## config.mk

```make
export PLATFORM = sky130hd
export DESIGN_NAME = serial_adder_nbit
export DESIGN_NICKNAME = d
export VERILOG_FILES = /design/src/rtl/serial_adder_nbit.sv
export SDC_FILE = /design/constraint.sdc
export NUM_CORES = 1
export LEC_CHECK = 0
export CAP_MARGIN = 20
export CORE_ASPECT_RATIO = 0.7
export CORE_UTILIZATION = 45
export CTS_BUF_LIST = sky130_fd_sc_hd__clkbuf_8
export DETAILED_ROUTE_END_ITERATION = 8
export GPL_TIMING_DRIVEN = 0
export PLACE_DENSITY = 0.71
export SETUP_SLACK_MARGIN = 0.15
export SLEW_MARGIN = 10
export SYNTH_ARGS = -nofsm -noshare
export SYNTH_HDL_FRONTEND = slang
export SYNTH_SLANG_ARGS = --single-unit
```

## constraint.sdc

```tcl
create_clock -name clk -period 1.7 [get_ports clk]
set_clock_uncertainty 0.2 [all_clocks]
set_input_delay 0.34 -clock clk [delete_from_list [all_inputs] [get_ports clk]]
set_output_delay 0.34 -clock clk [all_outputs]
set_load 0.01 [all_outputs]
```

## src/rtl/serial_adder_nbit.sv

```systemverilog
// Bit-serial WIDTH-bit adder: one full-adder slice plus a carry flop, one sum bit per clock.
// Optional subtract support is compiled in when SERIAL_ADDER_SUB_EN is defined.
module serial_adder_nbit #(
    parameter int WIDTH = 8
) (
    input  logic             clk,
    input  logic             rst,
    input  logic             start,
    input  logic [WIDTH-1:0] A,
    input  logic [WIDTH-1:0] B,
    input  logic             Cin,
    input  logic             sub,
    output logic             busy,
    output logic             done,
    output logic [WIDTH-1:0] S,
    output logic             Cout,
    output logic             ovf
);

    localparam int CW = (WIDTH > 1) ? $clog2(WIDTH) : 1;
    localparam logic [CW-1:0] LAST = CW'(WIDTH - 1);

    typedef enum logic [1:0] {
        IDLE = 2'd0,
        RUN  = 2'd1,
        DONE = 2'd2
    } state_t;

    state_t           state_reg, state_next;
    logic [WIDTH-1:0] a_reg, a_next;
    logic [WIDTH-1:0] b_reg, b_next;
    logic [WIDTH-1:0] sum_reg, sum_next;
    logic             c_reg, c_next;
    logic [CW-1:0]    cnt_reg, cnt_next;
    logic [WIDTH-1:0] s_reg, s_next;
    logic             cout_reg, cout_next;
    logic             ovf_reg, ovf_next;

    logic [WIDTH-1:0] b_load;
    logic             c_load;
    logic             sum_bit;
    logic             carry_bit;
    logic             cmsb;

`ifdef SERIAL_ADDER_SUB_EN
    // Subtraction as A + ~B + 1; the caller's carry-in is ignored.
    assign b_load = sub ? ~B : B;
    assign c_load = sub ? 1'b1 : Cin;
`else
    logic unused_sub;
    assign unused_sub = sub;
    assign b_load     = B;
    assign c_load     = Cin;
`endif

    assign sum_bit   = a_reg[0] ^ b_reg[0] ^ c_reg;
    assign carry_bit = (a_reg[0] & b_reg[0]) | (a_reg[0] & c_reg) | (b_reg[0] & c_reg);
    // On the last RUN edge the carry flop still holds the carry into the MSB.
    assign cmsb      = c_reg;

    always_comb begin
        state_next = state_reg;
        a_next     = a_reg;
        b_next     = b_reg;
        sum_next   = sum_reg;
        c_next     = c_reg;
        cnt_next   = cnt_reg;
        s_next     = s_reg;
        cout_next  = cout_reg;
        ovf_next   = ovf_reg;
        case (state_reg)
            IDLE: begin
                if (start) begin
                    a_next     = A;
                    b_next     = b_load;
                    c_next     = c_load;
                    cnt_next   = '0;
                    sum_next   = '0;
                    state_next = RUN;
                end
            end
            RUN: begin
                a_next   = a_reg >> 1;
                b_next   = b_reg >> 1;
                c_next   = carry_bit;
                sum_next = {sum_bit, sum_reg[WIDTH-1:1]};
                cnt_next = cnt_reg + 1'b1;
                if (cnt_reg == LAST) begin
                    s_next     = {sum_bit, sum_reg[WIDTH-1:1]};
                    cout_next  = carry_bit;
                    ovf_next   = cmsb ^ carry_bit;
                    state_next = DONE;
                end
            end
            DONE: begin
                state_next = IDLE;
            end
            default: begin
                state_next = IDLE;
            end
        endcase
    end

    always_ff @(posedge clk) begin
        if (rst) begin
            state_reg <= IDLE;
            a_reg     <= '0;
            b_reg     <= '0;
            sum_reg   <= '0;
            c_reg     <= 1'b0;
            cnt_reg   <= '0;
            s_reg     <= '0;
            cout_reg  <= 1'b0;
            ovf_reg   <= 1'b0;
        end else begin
            state_reg <= state_next;
            a_reg     <= a_next;
            b_reg     <= b_next;
            sum_reg   <= sum_next;
            c_reg     <= c_next;
            cnt_reg   <= cnt_next;
            s_reg     <= s_next;
            cout_reg  <= cout_next;
            ovf_reg   <= ovf_next;
        end
    end

    assign busy = (state_reg == RUN);
    assign done = (state_reg == DONE);
    assign S    = s_reg;
    assign Cout = cout_reg;
    assign ovf  = ovf_reg;

endmodule
```

## Word-level counts from Yosys, hierarchy flattened

Cells that the tools add are included.

| word-level totals | value |
|---|---|
| word-level logic and storage cells | 41 |
| register bits | 40 |
| input bits | 21 |
| output and inout bits | 12 |

| operators by class | value |
|---|---|
| equal/unequal tests | 5 |
| reduce and logical (&&, ||, !) cells | 5 |
| add/sub/neg operators | 1 |
| muxes and demuxes | 13 |
| bitwise logic cells | 8 |

Operators by type and width:

| cell | number |
|---|---|
| $pmux W8 S2 | 3 |
| $mux W8 | 3 |
| $pmux W3 S2 | 1 |
| $reduce_and A2 Y1 | 3 |
| $mux W2 | 2 |
| $pmux W2 S2 | 1 |
| $add A3 B1 Y3 const B | 1 |
| $and A1 B1 Y1 | 3 |
| $eq A3 B3 Y1 const B | 1 |
| $mux W3 | 1 |
| $xor A1 B1 Y1 | 3 |
| $eq A2 B1 Y1 const B | 1 |
| $eq A2 B2 Y1 const B | 1 |
| $logic_not A2 Y1 | 1 |
| $ne A2 B1 Y1 const B | 1 |
| $ne A2 B2 Y1 const B | 1 |
| $or A1 B1 Y1 | 2 |
| $pmux W1 S2 | 1 |
| $reduce_bool A2 Y1 | 1 |
| $mux W1 | 1 |

## Logic depth before layout (Yosys ltp)

Gate-level depths: netlist of run 1.

| depth | value |
|---|---|
| word-level depth | 4 |
| gate-level depth with buffers | 6 |
| gate-level depth less buffers | 5 |

## Least setup slack after synthesis of run 1

No wires, ideal clock.

| timing path | value |
|---|---|
| path kind | reg2reg |
| from | reg cnt_reg[0] |
| to | reg ovf_reg (netlist: ovf) |
| setup slack | 0.222 ns |
| cell stages (with the launch flop) | 6 |
| period minus slack after synthesis | 1.478 ns |
| arrival time | 1.192 ns |
| required time | 1.413 ns |
| path buffers | 1 |
| setup time | 0.087 ns |
| cells stage by stage | dfxtp_1 -> ha_1 -> ha_1 -> and3b_1 -> buf_2 -> a211oi_1 |

| between the ends | value |
|---|---|
| longest elaborated chain between the ends | 2 |

Ends and longest elaborated chain:

| item | RTL line | source |
|---|---|---|
| start, declared | 34 | `logic [CW-1:0] cnt_reg, cnt_next;` |
| start signal, assigned | 121 | `cnt_reg <= cnt_next;` |
| $eq A3 B3 Y1 | 88 | `if (cnt_reg == LAST) begin` |
| $reduce_and A2 Y1 (no source line) | -- |  |
| end signal, assigned | 124 | `ovf_reg <= ovf_next;` |
| end, declared | 37 | `logic ovf_reg, ovf_next;` |

No other way between the ends.
A chain may end at the register's enable or synchronous reset.

## Final worst setup path of run 1

| timing path | value |
|---|---|
| from | reg state_reg[1] |
| to | out busy |

| between the ends | value |
|---|---|
| longest elaborated chain between the ends | 1 |

Ends and longest elaborated chain:

| item | RTL line | source |
|---|---|---|
| start, declared | 29 | `state_t state_reg, state_next;` |
| start signal, assigned | 116 | `state_reg <= state_next;` |
| $eq A2 B1 Y1 | 128 | `assign busy = (state_reg == RUN);` |
| end, declared | 13 | `output logic busy,` |

No other way between the ends.

==> results of run 1 <==
[routing by layer]
metal,share of wire,up-vias,GRT usage
met5,0,-,0
met4,0.019,0,0.0723
met3,0.072,8,0.0769
met1,0.45,668,0.303
met2,0.46,50,0.353
li1,-,694,-
[how the worst min path moves through the flow]
stage	startpoint	to	slack, ps	cells after the start
4_1_cts	rst	sum_reg[1]	230	2
3_5_place_dp	sum_reg[1]	S[0]	250	2
2_1_floorplan	sum_reg[1]	S[0]	230	2
5_1_grt	S[3]	S[3]	270	2
3_3_place_gp	S[5]	S[5]	250	2
6_report	rst	sum_reg[1]	230	2
[through the flow]
step | instances | setup TNS (ps) | power, mW | util
floorplan | 169 | 0 | 1.16 | -
global placement | 249 | -3650 | 1.24 | 0.575
detailed placement | 249 | -4410 | 1.25 | 0.575
CTS | 265 | -23.6 | 1.85 | 0.633
global route | 269 | -60.5 | 1.95 | 0.667
finish | 269 | -32.9 | 1.88 | 0.667
[power groups by stage]
stage	Combinational, mW	Clock (mW)	Sequential, mW
final	0.326	0.572	0.983
after global routing	0.349	0.617	0.988
after CTS	0.294	0.572	0.982
after detailed placement	0.247	0	1.00
after global placement	0.241	0	1.00
after floorplan	0.168	0	0.995
[kinds of logic after synthesis]
group,synth area share
buffers and inverters,0.0680
AO/OA/AOI/OAI,0.194
adder cells (fa/ha/maj),0.0272
AND/OR/NAND/NOR,0.155
multiplexers,0.0793
flip-flops,0.471
XOR/XNOR,0.00529
[cells in the final DEF (no fill, tap or decap), types with 2 or more instances in the layout]
cell type,instances
nand2_1,17
a22oi_2,4
a211oi_2,12
buf_4,9
nor2_2,2
nor2_1,26
a21oi_1,11
clkbuf_8,5
ha_2,2
clkbuf_1,3
a22oi_1,7
buf_12,2
nor3_1,2
buf_2,2
buf_8,3
inv_1,2
or3b_2,2
dlygate4sd2_1,11
dfxtp_1,35
nand2b_1,2
clkdlybuf4s50_1,17
dfxtp_2,3
mux2i_1,12
a211oi_1,3
buf_6,9
[final cells by class]
class | count | area, sq um
Fill cell | 267 | 1170
Multi-Input combinational cell | 116 | 846
Sequential cell | 39 | 788
Buffer | 13 | 146
Inverter | 1 | 3.75
Clock buffer | 5 | 68.8
Timing Repair Buffer | 44 | 423
Tap cell | 50 | 62.6
Clock inverter | 1 | 3.75
[repair_timing]
item	4_1_cts	5_1_grt
cloned	1	1
pin swaps	1	14
setup buffers	9	3
setup endpoints to repair	34	29
gates resized for setup	39	23
==> results.md, run 1 <==
* CP max FO at 2
* Clock Root Buffer: clkbuf_8
* Register share of total power at 0.523
* DIE HEIGHT at 52.8 microns
* Reg2reg setup slack at 150 ps
* Routed WL at 4150 microns
* Synth cell types at 28
* RR Endpoint: a_reg[2]
* Port buffer count at 30
* Final ANT Viol Nets at 0
* Static leakage at 0.942 nW
* Switch share at 0.256
* H-tree depth at 2
* Ys async rst share at 0
* Status: complete, but fails checks
* Sw power at 0.481 mW
* Logic pwr share at 0.173
* Final WS setup at -32.9 ps
* Fin area at 2340 sq um
* Ys flop type: dfxtp_1
* Initial Util at 0.472
* Total of max-cap violations at 0
* Cell accounting for the most synthesized area: dfxtp_1
* Commonest cells post-synth: dfxtp_1 (39), nor2_1 (28), nand2_1 (18)
* Most frequent cell after synthesis: dfxtp_1
* Clk slew on worst S/H paths at 70 ps
* Post-Syn Area at 1660 sq um
* First-pass GRT wire length at 6380 microns
* Syn Area/Cell at 9.80 sq um
* Worst path arrival time at 1190 ps
* Drt drc at 0
* P_int at 1.40 mW
* Syn nets at 193
* Vias in the first global route at 1,361
* Share of cells above drive strength 1 at 0.301
* Violated checks: negative setup slack
* R2R cell count at 4
* Setup CP Type: reg -> out
* Crit. End Element: output port
* Max Buffers Root-to-Sink at 2
* Final setup violation count at 1
* Area Overhead vs Synth at 41.4%
* Top cell type's share of synthesized area at 0.471
* CP most frequent cell: buf_6
* Hold Fails Final Rpt at 0
* Top delay family on crit path: buffers and inverters
* Clock power frac at 0.304
* Critical-path cell list: buf_6 -> and2b_2 -> buf_6 -> buf_6
* WP buf/inv at 3
* Routed len/inst at 15.4 microns
* Global route overflow at 0
* Worst Tran Pin Value at 712 ps
* Post-DR vias/cell at 5.28
* Die X at 74.5 microns
* Maximum number of pins on one net before global-route repair at 11
* Worst Path Required at 1160 ps
* Total Routing Usage GR at 0.230
* Synth warnings at 0
* Post-synth EDFFs at 0
* Total CTS buffers at 5
* PD cells at 803 nW/um^2
* Leading post-synthesis cells by cell area: dfxtp_1 (47%), mux2i_1 (7.3%), nor2_1 (6.3%)
* Reg2reg start: state_reg[0]
* Relative slew slack at 0.525
* Startpoint types: flip-flop
* Area after DPL at 2020 sq um
* CP startpoint: state_reg[1]
* DIE AREA at 3930 sq um
* Flops & latches, synth at 39
* Detail Placement HPWL at 2540 microns
* Core box area at 3510 sq um
* Hold_buf cts at 0
* GP Congestion at 0.743
* Sequential-to-total area share from yosys stat at 0.471
* Hold Slack at 229 ps
* DR pass1 iterations at 4
* Place WS at -321 ps
* FP Rows at 18
* Fmax at 577 MHz
* Critical Path Max Stage Delay at 330 ps
* I/O pin cnt at 33
* Final Max Slew Viols at 0
* RSZ-0062 raised after global routing: yes
* Slowest cell on crit path: dfxtp_2
* Critical Path Sink: busy
* CTS tree: done
* Final Cycle Share at 1.02
* Initial DRC Count at 119
* Maximum VDD drop at 0.451 mV
* Worst-Skew Late Latency at 290 ps
* Clock sinks at 39
* Critical Path Stages at 4
* Final #Nets at 244
* Vias at 1,420
* Initial antenna violation count at 0
* Antenna diodes at 0
* Post-synthesis cell count at 169
* Hold Path Class: in -> reg
* Min cycle time layout at 1730 ps
(Power assumes the default switching activity.)
==> inputs of run 2 (changes only) <==
- CORE_UTILIZATION: 45 -> 50
- PLACE_DENSITY: 0.71 -> 0.78
==> run 2 against run 1 <==
Net effect:
- the flow finishes with violations (design-rule violations, negative setup slack)
- wire length increased by 16%
- flip-flop and latch count unchanged
- critical path depth stayed put
- sequential share of layout area decreased by 1.5 points
- cell count down 3.0%
- non-clock buffer count up 3
- combinational power grew 13%
- maximum frequency up 1.2%
- global-route usage is 0.36 points higher
- clock power grew 12%
- register-to-register slack got worse by 130 ps
==> results.md, run 2 (same netlist as run 1, synthesis figures left out) <==
* Hold Crit Depth at 2 (unchanged)
* CTS tree: done
* Initial DRC Count at 97 (-18%)
* CP max FO at 2 (unchanged)
* Die X at 70.8 microns (-5.0%)
* Violated checks: design-rule violations, negative setup slack
* Antenna diodes at 0 (unchanged)
* Vias in the first global route at 1,322 (-2.9%)
* Status: complete, but fails checks
* RSZ-0062 raised after global routing: yes
* Hold Slack at 258 ps (+29.0 ps)
* Routed len/inst at 18.4 microns (+19%)
* GRT met1 Usage at 0.312 (+0.00955)
* WP buf/inv at 3 (unchanged)
* Critical Path Stages at 4 (unchanged)
* Post-DR vias/cell at 5.91 (+12%)
* Vias at 1,543 (+8.7%)
* Worst Path Required at 1160 ps (about the same)
* Fmax at 584 MHz (+1.2%)
* H-tree depth at 2 (unchanged)
* Critical Path Max Stage Delay at 330 ps (about the same)
* Core box area at 3150 sq um (-10%)
* Final #Nets at 247 (+1.2%)
* Util after Layout at 0.779 (+0.113)
* Routed WL at 4800 microns (+16%)
* Worst-Skew Late Latency at 300 ps (about the same)
* Hold Fails Final Rpt at 0 (unchanged)
* GP Congestion at 0.739 (-0.65%)
* Reg2reg start: state_reg[1]
* DR pass1 iterations at 8 (+4)
* Clock sinks at 39 (unchanged)
* Total CTS buffers at 5 (unchanged)
* Final ANT Viol Nets at 0 (unchanged)
* Fin cells at 261 (-3.0%)
* Placed Cells at 237 (-4.8%)
* Crit. End Element: output port
* Global route overflow at 0 (unchanged)
* Final setup violation count at 1 (unchanged)
* DIE HEIGHT at 50.2 microns (-4.9%)
* Clock Root Buffer: clkbuf_8
* Share of cells above drive strength 1 at 0.341 (+0.0394)
* Drt drc at 4 (+4)
* Most crowded layer after global routing: met2
* Relative slew slack at 0.415 (-0.110)
* Final Max Slew Viols at 0 (unchanged)
* Hold path startpoint: S[2]
* Detail Placement HPWL at 2470 microns (-2.8%)
* M3 GR Usage at 0.0442 (-0.0327)
* Port buffer count at 30 (unchanged)
* Slowest cell on crit path: dfxtp_2
* Hold Path Class: reg -> reg
* Worst Tran Pin Value at 877 ps (+165 ps)
* CP startpoint: state_reg[1]
* Clk slew on worst S/H paths at 70 ps (about the same)
* R2R cell count at 6 (+2)
* Top delay family on crit path: flip-flops
* Area Overhead vs Synth at 48.1%
* Total of max-cap violations at 0 (unchanged)
* Commonest cells after routing, fill and taps aside: dfxtp_1 (35), nor2_1 (26), nand2_1 (18)
* I/O pin cnt at 33 (unchanged)
* Initial Util at 0.526 (+0.0547)
* CP most frequent cell: buf_6
* Final WS setup at -12.7 ps (+20.2 ps)
* FP Rows at 17 (-1)
* Max Buffers Root-to-Sink at 2 (unchanged)
* Initial antenna violation count at 0 (unchanged)
* Worst path arrival time at 1170 ps (-20 ps)
* Min cycle time layout at 1710 ps (-20.2 ps)
* Maximum VDD drop at 0.458 mV (+1.4%)
* Critical-path cell list: buf_6 -> and2b_2 -> buf_6 -> buf_6
* Setup CP Type: reg -> out
* Total Routing Usage GR at 0.233 (+0.00359)
* DIE AREA at 3550 sq um (-9.7%)
* Startpoint types: flip-flop
* Final Cycle Share at 1.01 (-0.0119)
* Leading cell type in the layout, fill and taps excluded: dfxtp_1
* Place WS at -332 ps (-10.9 ps)
* Static leakage at 0.983 nW (+4.4%)
* GRT met2 Usage at 0.367 (+0.0141)
* Maximum number of pins on one net before global-route repair at 12 (+1)
* Power Total at 2.00 mW (+6.1%)
* PD cells at 814 nW/um^2 (+1.3%)
* First-pass GRT wire length at 6230 microns (-2.3%)
## run 2: changes by cell type in the layout (fill, tap and decap cells not counted), moves of 2 or more
cell / before / now
buf_4: 9 / 11
a22oi_2: 4 / 8
a22oi_1: 7 / 3
ha_4: 0 / 2
buf_6: 9 / 7
ha_2: 2 / 0
## run 2: worst paths after layout
| path | end | slack (ps) |
|---|---|---|
| setup / recovery | busy | -10 |
| setup reg to reg | cnt_reg[0] | 20 |
| hold / removal | S[2] | 260 |
| hold reg to reg | S[2] | 260 |
## run 2: layer usage
layer	routed length, microns	vias up	share of wire
met5	0	-	0
met4	128	0	0.027
met3	433	14	0.090
met2	2130	83	0.44
met1	2120	747	0.44
li1	-	699	-
## run 2: per-stage QoR
step                setup TNS [ps]  cell area, sq um
detailed placement           -4540              2000
global placement             -3680              2000
CTS                              0              2240
floorplan                        0              1660
global route                 -74.5              2450
finish                       -12.7              2450
## run 2: worst register-to-register path: stages, from the launching register on
cell       delay, ps
dfxtp_2          330
buf_6             90
buf_4            160
o21ba_4          180
buf_8            130
bufbuf_16        260
a211oi_2         220
## run 2: final cells by class
cell class,count,area [sq um]
plain buffers,13,146
clock buffers,6,82.6
clock inverters,1,5.00
fillers,179,694
inverters,1,3.75
multi-input cells,116,912
flip-flops and latches,39,788
well taps,38,47.5
repair buffers,47,468
## run 2: timing repair
action | CTS | global route
setup endpoints to repair | 35 | 38
hold buffers | 0 | 0
buffers inserted | 9 | 4
pin swaps | 3 | 13
gates resized for setup | 39 | 33
endpoints found under the hold margin | 0 | 0
cloned | 1 | 3
## run 2: report_power, final
part	internal (mW)	switching [mW]
registers	0.955	0.0329
logic	0.205	0.165
clock network	0.318	0.319
